**src/rtl/frame_data_reg_bank.sv**
```systemverilog
// Double-buffered per-row frame data registers: rows load into shadow storage and
// move to the active outputs together on an accepted Commit, with error and readback status.
module frame_data_reg_bank #(
    parameter int FrameBitsPerRow = 32,
    parameter int NumRows         = 14,
    parameter int RowSelectWidth  = 5,
    parameter bit AllowPartial    = 1'b0
) (
    input  logic                                CLK,
    input  logic                                resetn,
    input  logic [FrameBitsPerRow-1:0]          FrameData_I,
    input  logic [RowSelectWidth-1:0]           RowSelect,
    input  logic                                WriteEn,
    input  logic                                Commit,
    input  logic                                ClearErr,
    input  logic [RowSelectWidth-1:0]           ReadRow,
    output logic [NumRows*FrameBitsPerRow-1:0]  FrameData_O,
    output logic [FrameBitsPerRow-1:0]          ReadData,
    output logic [NumRows-1:0]                  Pending,
    output logic                                CommitDone,
    output logic [2:0]                          ErrStatus
);

    typedef enum logic {IDLE, LOADING} state_e;

    logic [FrameBitsPerRow-1:0] shadow_q [NumRows];
    logic [FrameBitsPerRow-1:0] shadow_d [NumRows];
    logic [FrameBitsPerRow-1:0] active_q [NumRows];
    logic [FrameBitsPerRow-1:0] active_d [NumRows];
    logic [NumRows-1:0]         pending_q, pending_d;
    logic [FrameBitsPerRow-1:0] read_q, read_d;
    logic                       done_q, done_d;
    logic [2:0]                 err_q, err_d;

    state_e             state;
    logic [NumRows-1:0] wr_onehot;
    logic               wr_overwrite;
    logic               wr_oor;
    logic               commit_hit;
    logic               commit_accept;
    logic               commit_reject;

    // The load state is fully implied by the pending mask, so it is not stored separately.
    assign state = (pending_q != '0) ? LOADING : IDLE;

    always_comb begin
        wr_onehot = '0;
        for (int r = 0; r < NumRows; r++) begin
            if (RowSelect == RowSelectWidth'(r + 1)) begin
                wr_onehot[r] = WriteEn;
            end
        end
        wr_overwrite  = |(wr_onehot & pending_q);
        wr_oor        = WriteEn && (RowSelect > RowSelectWidth'(NumRows));
        commit_hit    = Commit && (state == LOADING);
        commit_accept = commit_hit && (AllowPartial || (&pending_q));
        commit_reject = commit_hit && !commit_accept;
    end

    // Commit samples pre-edge shadow/pending, so a same-cycle write stays pending for the next one.
    always_comb begin
        pending_d = (commit_accept ? '0 : pending_q) | wr_onehot;
        read_d    = '0;
        for (int r = 0; r < NumRows; r++) begin
            shadow_d[r] = wr_onehot[r] ? FrameData_I : shadow_q[r];
            active_d[r] = (commit_accept && pending_q[r]) ? shadow_q[r] : active_q[r];
            if (ReadRow == RowSelectWidth'(r + 1)) begin
                read_d = active_q[r];
            end
        end
        err_d  = (ClearErr ? 3'b000 : err_q) | {commit_reject, wr_overwrite, wr_oor};
        done_d = commit_accept;
    end

    always_ff @(posedge CLK or negedge resetn) begin
        if (!resetn) begin
            for (int r = 0; r < NumRows; r++) begin
                shadow_q[r] <= '0;
                active_q[r] <= '0;
            end
            pending_q <= '0;
            read_q    <= '0;
            done_q    <= 1'b0;
            err_q     <= 3'b000;
        end else begin
            for (int r = 0; r < NumRows; r++) begin
                shadow_q[r] <= shadow_d[r];
                active_q[r] <= active_d[r];
            end
            pending_q <= pending_d;
            read_q    <= read_d;
            done_q    <= done_d;
            err_q     <= err_d;
        end
    end

    always_comb begin
        FrameData_O = '0;
        for (int r = 0; r < NumRows; r++) begin
            FrameData_O[r*FrameBitsPerRow +: FrameBitsPerRow] = active_q[r];
        end
    end

    assign ReadData   = read_q;
    assign Pending    = pending_q;
    assign CommitDone = done_q;
    assign ErrStatus  = err_q;

endmodule
```
**config.mk**
```make
export PLATFORM = sky130hd
export DESIGN_NAME = frame_data_reg_bank
export DESIGN_NICKNAME = d
export VERILOG_FILES = /design/src/rtl/frame_data_reg_bank.sv
export SDC_FILE = /design/constraint.sdc
export NUM_CORES = 2
export LEC_CHECK = 0
export CORE_MARGIN = 4
export CORE_UTILIZATION = 55
export DETAILED_ROUTE_END_ITERATION = 8
export PLACE_DENSITY = 0.77
export SLEW_MARGIN = 20
export SYNTH_ARGS = -nofsm -noshare
export SYNTH_HDL_FRONTEND = slang
export SYNTH_SLANG_ARGS = --single-unit
```
**constraint.sdc**
```tcl
create_clock -name CLK -period 5.11 [get_ports CLK]
set_clock_uncertainty 0.15 [all_clocks]
set_input_delay 1.022 -clock CLK [delete_from_list [all_inputs] [get_ports CLK]]
set_output_delay 1.022 -clock CLK [all_outputs]
set_load 0.005 [all_outputs]
```
==> summary.md <==
| Metric | Value |
|---|---|
| Run status | finished clean |
| Clk sink count | about 950 |
| Initial antenna violation count | 4 |
| Via count | 25,632 |
| Area grow syn2layout | 25.4% |
| Max Slew Vio Count | 0 |
| Layout cells sized above 1 | 0.370 |
| Slowest stage cell, crit path | nand4bb_2 |
| Seq/Total Area, Yosys | 0.612 |
| Clock buffer count from CTS | 96 |
| Tcrit/Tclk final | 0.739 |
| Commonest non-fill, non-tap cell in the layout | dfrtp_1 |
| First-pass GRT wire length | 179,000 µm |
| Avg WL per Cell | roughly 30 µm |
| Syn Area/Cell | around 15 µm² |
| Die width | 273 µm |
| EDFF count, synth | 0 |
| First DRT Iteration DRCs | roughly 2,100 |
| Required time of the critical path | 5.54 ns |
| I/O pin total | between 500 and 600 |
| Largest net degree at the start of global routing | around 200 |
| Worst vdd ir | ~0.00028 V |
| Global-route usage over all layers | 0.323 |
| Setup Viol. Count Final | 0 |
| Most frequent cells in the layout | dfrtp_1 (946), mux2_2 (925), clkdlybuf4s50_1 (541) |
| RSZ-0062 raised after global routing | no |
| #FFs+latches synth | around 950 |
| Top_reg_cell synth | dfrtp_1 |
| CP Class | in -> reg |
| Pre-antenna DRT Iters | 5 |
| Vias in the first global route | around 27,000 |
| IO Port Bufs | around 540 |
| CTS Buffer Depth | 3 |
| Yosys warning count | 0 |
| Final WL | between 100,000 and 150,000 µm |
| Final Hold Fails | 0 |
| CTS resizes | 0 |
| Final setup margin | between 1 and 1.5 ns |
| Worst-path maximum fanout | 15 |
| CORE AREA | slightly below 70,000 µm² |
| Starting Density | 0.559 |
| Fin nets | between 3,000 and 4,000 |
| Achievable frequency | 0.265 GHz |
| Worst Tran Pin Value | 1.10 ns |
| Distinct cells, synth | 63 |
| DRC violations left | 0 |
| Die height | roughly 270 µm |
| Fin crit period | about 3.8 ns |
| Power per Cell Area | roughly 360 nW/µm² |
| Total setup buffers inserted after CTS | 0 |
| FILL cells | 4,690 |
| Relative slew margins | 0.264 |
| CTS root buf | clkbuf_16 |
| Worst-Skew Late Latency | between 0.6 and 0.7 ns |
| Crit. End Element | register |
| DP HPWL | around 84,000 µm |
| Worst hold path type | in -> async |
| Synth top area share | 0.612 |
| H-tree depth | 3 |
| GPL Wtd Cong | between 0.9 and 1 |
| Dpl ws | 0.861 ns |
| CTS tree | done |
| Setup TNS | 0 ns |
| Static Leak | 22.9 nW |
| Inserted Diodes | 0 |
| Clock-pin slew on the worst setup and hold paths | approximately 0.060 ns |
| Gr ovfl total | 0 |
| Data arrival, critical path | approximately 4.2 ns |
| Synth area leader | dfrtp_1 |
| CP Cell Sequence | clkdlybuf4s50_1, buf_4, nand4bb_2, nor2_2, buf_4, a221oi_1, a21oi_1, or3_1 |
| Post-CTS Hold Fix Bufs | 0 |
| Synth Cell Area | roughly 39,000 µm² |
| Die footprint | ~75,000 µm² |
| Crit-path most repeated cell | buf_4 |
| Synth top area cells | dfrtp_1 (61%), mux2_2 (27%), buf_2 (1.3%) |
| Ys async rst share | 1.00 |
| Cell Rows | 96 |
| Syn Inst Count | ~2,700 |
| CP peak stage delay | roughly 0.67 ns |
| Syn_nets | approximately 2,700 |
| Final ANT Viol Nets | 0 |
| Vias per std cell | roughly 6 |
| Max-cap violation count | 0 |
| Startpoint types | primary input |
[synth_stat cells, drive strengths merged (6+ instances only)]
cell and n:
a221oi 41, nand3 13, buf 121, dfrtp 946, mux2i 22, a21oi 45, nor2b 7, o22ai 84
nor3 7, clkbuf 80, o21ai 45, a22o 27, a211oi 26, a21o 6, nor4 8, a211o 9
nand2 104, inv 18, or3 21, mux2 925, nor2 22
[worst max-delay path, delay by kind of cell]
family | cells | cell delay, ns
AND/OR/NAND/NOR | 3 | 1.40
buffers and inverters | 3 | 1.20
AO/OA/AOI/OAI | 2 | 0.54
[registers in the layout, indices dropped and copies added (netlist names)]
| register | flops |
|---|---|
| ErrStatus | 3 |
| shadow_q | 448 |
| FrameData_O | 448 |
| Pending | 14 |
| ReadData | 32 |
| CommitDone | 1 |
[cells by family after synthesis]
family / synth area share
muxes: 0.276
DFF: 0.612
AOI/OAI and AO/OA: 0.0588
buffers and inverters: 0.0251
and+or+nand+nor: 0.0285
[final timing paths]
check / from / end / slack [ns] / cells after the start
max: ReadRow[3] / ReadData[8] / 1.33 / 8
min: resetn / FrameData_O[295] / 0.21 / 1
max reg2reg: Pending[9] / FrameData_O[34] / 1.72 / 6
min reg2reg: shadow_q[299] / FrameData_O[139] / 0.34 / 1
max in group asynchronous: resetn / shadow_q[345] / 3.27 / 2
min in group CLK: shadow_q[299] / FrameData_O[139] / 0.34 / 1
[per-stage QoR]
stage	instance area, µm²	instances	hold slack (ns)	utilization	total power, mW
global placement	45200	3995	0.324	0.653	10.1
detailed placement	45200	3995	0.337	0.653	10.2
finish	48500	4168	0.215	0.701	17.4
CTS	48500	4167	0.259	0.701	17.5
global route	48500	4168	0.283	0.701	18.0
floorplan	38700	2650	0.313	-	9.49
[final cells by class]
class                           instances  area [µm²]  share of cell area
Clock buffer                          135        2790              0.0576
Clock inverter                         37         494              0.0102
Inverter                               19        71.3             0.00147
Multi-Input combinational cell       1484       14100               0.292
Sequential cell                       946       23700               0.488
Tap cell                              931        1160              0.0240
Timing Repair Buffer                  616        6160               0.127
[power breakdown]
group | switching, mW | internal, mW
logic | 0.649 | 0.782
clock network | 2.93 | 4.36
registers | 0.427 | 8.25
total | 4.01 | 13.4
[per-layer routing]
metal,vias up,wire length [µm],part of all wire,GRT usage
met4,8,5970,0.049,0.133
met2,1141,59900,0.49,0.544
met3,292,9620,0.079,0.0801
met5,-,59,0.00049,0
li1,10677,-,-,-
met1,13514,46000,0.38,0.401
(Power assumes the default switching activity.)
